<file path="src/rtl/cf_axis_scheduler.sv">
// cf_axis_scheduler: time-multiplexes one complementary-filter unit across the X, Y and Z axes
module cf_axis_scheduler #(
    parameter int XY_W        = 16,
    parameter int THETA_W     = 16,
    parameter int TIMEOUT_CYC = 64
) (
    input  logic               clk,
    input  logic               rst,
    input  logic               in_valid,
    output logic               in_ready,
    input  logic [15:0]        gyro_x,
    input  logic [15:0]        gyro_y,
    input  logic [15:0]        gyro_z,
    input  logic [XY_W-1:0]    acc_x,
    input  logic [XY_W-1:0]    acc_y,
    input  logic [XY_W-1:0]    acc_z,
    input  logic [THETA_W-1:0] theta_cfg,
    output logic               cf_valid_in,
    output logic [15:0]        cf_gyro,
    output logic [XY_W-1:0]    cf_x_i,
    output logic [XY_W-1:0]    cf_y_i,
    output logic [THETA_W-1:0] cf_theta_i,
    input  logic               cf_valid_out,
    input  logic [15:0]        cf_final,
    input  logic [15:0]        cf_gyro_est,
    output logic               out_valid,
    input  logic               out_ready,
    output logic [15:0]        x_final,
    output logic [15:0]        y_final,
    output logic [15:0]        z_final,
    output logic [15:0]        x_gyro,
    output logic [15:0]        y_gyro,
    output logic [15:0]        z_gyro,
    output logic               seq_err,
    output logic               busy
);
    localparam logic [1:0] IDLE  = 2'd0;
    localparam logic [1:0] ISSUE = 2'd1;
    localparam logic [1:0] WAIT  = 2'd2;
    localparam logic [1:0] DONE  = 2'd3;
    localparam int TW = $clog2(TIMEOUT_CYC);
    logic [1:0]         state, issue_idx, ret_cnt;
    logic [TW-1:0]      tmo;
    logic [15:0]        gx, gy, gz;
    logic [XY_W-1:0]    ax, ay, az;
    logic [THETA_W-1:0] th;
    logic [15:0]        sf [3];
    logic [15:0]        sg [3];
    logic [15:0]        nf [3];
    logic [15:0]        ng [3];
    logic               active, cap, done_now, tmo_hit;
    assign active    = state == ISSUE || state == WAIT;
    assign cap       = active && cf_valid_out && ret_cnt != 2'd3;
    assign done_now  = state == WAIT && (ret_cnt == 2'd3 || (cap && ret_cnt == 2'd2));
    assign tmo_hit   = active && tmo == TW'(TIMEOUT_CYC - 1) && ret_cnt != 2'd3;
    assign in_ready  = rst && state == IDLE;
    assign out_valid = state == DONE;
    assign busy      = state != IDLE;
    // Each axis feeds the CF with the two accel components orthogonal to it
    assign cf_valid_in = state == ISSUE;
    assign cf_gyro     = !cf_valid_in ? '0 : issue_idx == 2'd0 ? gx : issue_idx == 2'd1 ? gy : gz;
    assign cf_x_i      = !cf_valid_in ? '0 : issue_idx == 2'd0 ? ay : ax;
    assign cf_y_i      = !cf_valid_in ? '0 : issue_idx == 2'd2 ? ay : az;
    assign cf_theta_i  = cf_valid_in ? th : '0;
    always_comb begin
        for (int i = 0; i < 3; i++) begin
            nf[i] = (cap && ret_cnt == 2'(i)) ? cf_final : sf[i];
            ng[i] = (cap && ret_cnt == 2'(i)) ? cf_gyro_est : sg[i];
        end
    end
    always_ff @(posedge clk) begin
        if (!rst) begin
            state     <= IDLE;
            issue_idx <= '0;
            ret_cnt   <= '0;
            tmo       <= '0;
            seq_err   <= 1'b0;
            {gx, gy, gz, ax, ay, az, th} <= '0;
            {x_final, y_final, z_final, x_gyro, y_gyro, z_gyro} <= '0;
            for (int i = 0; i < 3; i++) begin
                sf[i] <= '0;
                sg[i] <= '0;
            end
        end else begin
            for (int i = 0; i < 3; i++) begin
                sf[i] <= nf[i];
                sg[i] <= ng[i];
            end
            if (cf_valid_out && !cap) seq_err <= 1'b1;
            if (active) tmo <= tmo + TW'(1);
            if (cap) ret_cnt <= ret_cnt + 2'd1;
            if (in_ready && in_valid) begin
                {gx, gy, gz, ax, ay, az, th} <= {gyro_x, gyro_y, gyro_z, acc_x, acc_y, acc_z, theta_cfg};
                issue_idx <= '0;
                ret_cnt   <= '0;
                tmo       <= '0;
                state     <= ISSUE;
            end else if (done_now) begin
                {x_final, y_final, z_final} <= {nf[0], nf[1], nf[2]};
                {x_gyro, y_gyro, z_gyro}    <= {ng[0], ng[1], ng[2]};
                state <= DONE;
            end else if (tmo_hit) begin
                seq_err <= 1'b1;
                state   <= IDLE;
            end else if (state == ISSUE) begin
                issue_idx <= issue_idx + 2'd1;
                if (issue_idx == 2'd2) state <= WAIT;
            end else if (out_valid && out_ready) begin
                state <= IDLE;
            end
        end
    end
endmodule

</file>
<file path="config.mk">
export PLATFORM = sky130hd
export DESIGN_NAME = cf_axis_scheduler
export DESIGN_NICKNAME = d
export VERILOG_FILES = /design/src/rtl/cf_axis_scheduler.sv
export SDC_FILE = /design/constraint.sdc
export NUM_CORES = 1
export LEC_CHECK = 0
export CORE_MARGIN = 5
export CORE_UTILIZATION = 28
export CTS_CLUSTER_DIAMETER = 40
export DETAILED_ROUTE_END_ITERATION = 12
export DONT_BUFFER_PORTS = 1
export GPL_TIMING_DRIVEN = 0
export PLACE_DENSITY = 0.47
export SLEW_MARGIN = 20
export SYNTH_ARGS = -nofsm -noshare
export SYNTH_HDL_FRONTEND = slang
export SYNTH_SLANG_ARGS = --single-unit
</file>
<file path="constraint.sdc">
create_clock -name clk -period 3.5 [get_ports clk]
set_clock_uncertainty 0.2 [all_clocks]
set_input_delay 0.525 -clock clk [delete_from_list [all_inputs] [get_ports clk]]
set_output_delay 0.525 -clock clk [all_outputs]
set_load 0.02 [all_outputs]
</file>
Yosys cells after proc, flatten, opt, wreduce, memory -nomap -nowiden
Memory sizes are Yosys's and may differ from the RTL's.
Cells that the tools add are included.
Word-level totals
  memories: 2
  bits in registers: 221
  bits in latches: 0
  memory bits (writable): 96
  ROM bits: 0
  bits of input ports: 149
  output and inout bits: 165
  word-level logic and storage cells: 104
Memory list
  sf: words 3, width 16, rd ports 3, clocked after memory_dff 0, write ports 3, line 47  | logic [15:0] sf [3];
  sg: words 3, width 16, rd ports 3, clocked after memory_dff 0, write ports 3, line 48  | logic [15:0] sg [3];
Operators by class
  reductions and logical operators: 26
  magnitude comparators: 0
  divide/modulo/power cells: 0
  mux-type cells: 32
  equality and inequality tests: 12
  shift operators: 0
  $add $sub $neg: 3
  bitwise logic cells: 10
  multipliers: 0
Operators by type and width (number)
  2-to-1 mux 16 bit: 20
  logical AND 1 bit: 12
  == test 2 bit (second input constant): 5
  2-to-1 mux 2 bit: 5
  2-to-1 mux 1 bit: 7
  adder 6 x 1 -> 6 bit (second input constant): 1
  == test 2 x 1 -> 1 bit (second input constant): 3
  == test 6 bit (second input constant): 1
  logical NOT 2 bit: 3
  OR 1 bit: 6
  AND reduction 2 bit: 3
  != test 5 x 1 -> 1 bit (second input constant): 1
  nonzero test 5 bit: 1
  adder 2 x 1 -> 2 bit (second input constant): 2
  != test 4 x 1 -> 1 bit (second input constant): 1
  NOT 1 bit: 4
  nonzero test 4 bit: 1
  AND reduction 3 bit: 1
  logical OR 1 bit: 2
  != test 2 bit (second input constant): 1
  nonzero test 2 bit: 1
  OR reduction 2 bit: 1
  logical NOT 1 bit: 1

Longest topological paths before layout
  word-level depth: 10
  mapped depth: 9
  gate-level depth less buffers: 6

Least setup slack after synthesis
Ideal clock, no wire load.
  path type: register to output
  from: reg issue_idx[0]
  to: out cf_y_i[10]
  data required time: 2775 ps
  stages on the path, launching flop included: 7
  setup slack: 1169 ps
  arrival time: 1606 ps
  path buffers: 2
  path through: dfxtp_1 -> inv_1 -> ha_1 -> clkbuf_1 -> buf_2 -> mux2i_1 -> nor2b_1
Between the ends
  word-level cells in the longest chain between the ends: 3
Ends and longest elaborated chain
  start, declared: line 42  | logic [1:0] state, issue_idx, ret_cnt;
  start signal, assigned: line 106  | issue_idx <= issue_idx + 2'd1;
  == test 2 bit: line 63  | assign cf_y_i = !cf_valid_in ? '0 : issue_idx == 2'd2 ? ay : az;
  2-to-1 mux 16 bit (2 in a row): line 63
  end, declared: line 21  | output logic [XY_W-1:0] cf_y_i,
No other way between the ends.

Worst setup path after layout
  from: reg state[1]
  to: out cf_y_i[4]
Between the ends
  word-level cells in the longest chain between the ends: 2
Ends and longest elaborated chain
  start, declared: line 42
  start signal, assigned: line 73  | state <= IDLE;
  start signal, assigned: line 97  | state <= ISSUE;
  start signal, assigned: line 101  | state <= DONE;
  == test 2 x 1 -> 1 bit: line 60  | assign cf_valid_in = state == ISSUE;
  named net cf_valid_in: line 18  | output logic cf_valid_in,
  2-to-1 mux 16 bit: line 63
The timed path passes the listed nets, and every way through them passes these cells.

==> flow_summary.ini <==
[cells_and_area]
drive_gt1_frac = 0.106
fin_nets = 1734
final_cell_mix = dfxtp_1, nand2_1, mux2i_1, dlygate4sd3_1, nand3_1
final_common_cell = dfxtp_1
instances_no_fill = 2211
area_delta_synth_final_pct = 34.0

[global_routing]
first_global_vias = 10500
groute.usage.overall = 0.164
overflow = 0
grt_pass1_wl_um = 62000
grt_max_degree = 15
antenna_found_initial = 1

[cts]
cts_setup_buffers = 0
insertion_delay_ns = 0.58
cts_tree = yes
clk_path_buf_depth = 3
cts_root_buffer = clkbuf_16
cts-buffers-inserted = 55
clk_pin_slew_worst_paths_ns = 0.05
h-tree-depth = 2
cts.sinks = 317

[detailed_routing]
drtPass1Iterations = 4
antenna_left = 0
viasPerCell = 4.58
vias = 10100
drc = 0
wl_per_cell_um = 18.5
routed_wl_um = 40900
drt_iter0_markers = 410

[sta]
max_freq_ghz = 0.299
rsz0062_at_grt = true
setup_tns_ns = 0
finalMaxSlewViolations = 0
relSlewSlack = 0.456
holdWs_ns = 0.137
finalCritPeriodShare = 0.956
fin_crit_ns = 3.35
setup_viol = 0
tightestPinTransition_ns = 0.816
fin_ws_ns = 0.154
hold_violations = 0

[placed_design]
io_buffers = 0
place_congestion = 0.782
hpwlAfterDp_um = 30400
preCtsSetupSlack_ns = 0.363
dp.cells = 1962

[floorplan]
initial_core_util = 0.281
core_area_um2 = 43900
row_count = 77
die_h_um = 220
fp.dieArea_um2 = 48400
die_x_um = 220
pin_count = 314

[worst_setup_path]
worstSetupEndpointType = output port
crit_fanout = 10
cp.required_ns = 2.77
regToRegStartpoint = state[0]
r2r_slack_ns = 0.84
cp-start-kind = register
arrival_ns = 2.62
worst_r2r_endpoint = z_final[2]
reg2reg_depth = 9
path_class = reg -> out

[synth]
synth_fp_nets = 1531
synth_seq_cells = 317
synth.distinct_cells = 34
syn-cell-area_um2 = 12300
synth_seq_area_share = 0.514
yosys_warnings = 0
syn_area_per_cell_um2 = 9.02
syn_inst = 1369

[hold_path]
hold_path.startpoint = out_ready
hold_class = in -> reg
hold_depth = 3
whs_endpoint = state[0]

[power]
p_total_uw = 10300
p_leak_uw = 0.00731
peakVddDrop_mv = 0.383
powerDensity_nw_per_um2 = 624

[flow_run]
cap_violations = 0

[status]
status = complete, no violations
critical path, stage by stage, from the launching register on:
cell      delay (ns)
dfxtp_1         0.34
inv_1           0.11
ha_1            0.44
clkbuf_1        0.38
clkbuf_2        0.34
nor2b_1         0.42
Yosys cell counts, drive strengths merged:
| library cell | n | area share |
|---|---|---|
| nand3 | 115 | 0.047 |
| a31oi | 1 | 0.00051 |
| nor3 | 1 | 0.00041 |
| nor2 | 11 | 0.0033 |
| xnor2 | 2 | 0.0014 |
| o31ai | 1 | 0.00061 |
| o221ai | 1 | 0.00071 |
| clkbuf | 62 | 0.019 |
| or3 | 1 | 0.00051 |
| mux2i | 145 | 0.12 |
| dfxtp | 317 | 0.51 |
| xor2 | 3 | 0.0021 |
| o21ai | 114 | 0.046 |
| and3 | 2 | 0.0010 |
| o311a | 1 | 0.00081 |
| nor2b | 130 | 0.066 |
| nand4 | 2 | 0.0010 |
| nand2 | 249 | 0.076 |
| and3b | 1 | 0.00071 |
| a21oi | 101 | 0.041 |
| mux2 | 2 | 0.0018 |
| nor4b | 1 | 0.0019 |
| nor3b | 2 | 0.0016 |
| nand2b | 2 | 0.0010 |
| and2 | 33 | 0.017 |
| inv | 8 | 0.0024 |
| ha | 13 | 0.013 |
| buf | 47 | 0.021 |
| a21boi | 1 | 0.00061 |
layer usage:
| metal | vias up | wire [um] | track usage |
|---|---|---|---|
| met5 | - | 0 | 0 |
| met4 | 0 | 748 | 0.0493 |
| met3 | 54 | 3560 | 0.0588 |
| met2 | 303 | 19300 | 0.277 |
| met1 | 4762 | 17300 | 0.196 |
| li1 | 5016 | - | - |
power breakdown:
group	switching, uW	internal [uW]	leakage (uW)	total, uW
Clock	1920	3630	0.000934	5550
Combinational	520	367	0.00380	887
Sequential	102	3780	0.00258	3890
Total	2550	7780	0.00731	10300
worst max path at each step:
stage                  to    startpoint  cells after the start  slack, ns
4_1_cts         cf_y_i[0]      state[1]                      5       0.02
3_3_place_gp     in_ready           rst                      4       0.37
3_5_place_dp     in_ready           rst                      4       0.36
2_1_floorplan  cf_y_i[10]  issue_idx[0]                      6       1.17
6_report        cf_y_i[4]      state[1]                      5       0.15
5_1_grt        cf_x_i[13]      state[1]                      5    -0.0007
flip-flops by register name, indices dropped and copies added (netlist names), 6 cells and up:
| name | cells |
|---|---|
| z_gyro | 16 |
| z_final | 16 |
| sf | 48 |
| ay | 16 |
| th | 16 |
| gx | 16 |
| x_final | 16 |
| y_final | 16 |
| x_gyro | 16 |
| sg | 48 |
| ax | 16 |
| tmo | 6 |
| gz | 16 |
| az | 16 |
| y_gyro | 16 |
| gy | 16 |
metrics by stage:
stage	utilization	cell area, um^2
global placement	0.298	13100
floorplan	-	12300
finish	0.376	16500
global route	0.376	16500
detailed placement	0.298	13100
CTS	0.376	16500
layout make-up:
type | instances | area [um^2]
Antenna cell | 1 | 2.50
Fill cell | 4509 | 27400
Buffer | 109 | 497
Clock buffer | 65 | 1480
Multi-Input combinational cell | 935 | 5520
Timing Repair Buffer | 146 | 1460
Sequential cell | 317 | 6350
Inverter | 8 | 30.0
Tap cell | 592 | 741
Clock inverter | 38 | 467
kinds of logic after synthesis:
group           after synthesis  share of synthesized area
simple gates                550                      0.217
flops                       317                      0.514
compound gates              220                     0.0904
mux                         147                      0.119
buf+inv                     117                     0.0422
fa+ha+maj                    13                     0.0132
xor+xnor                      5                    0.00355
repair_timing:
item,CTS,global route
endpoints found under the setup margin,41,13
gates resized for setup,18,5
hold endpoints to repair,305,0
hold buffers,145,0
gates cloned,0,0
Power figures use the tool's default switching activity.
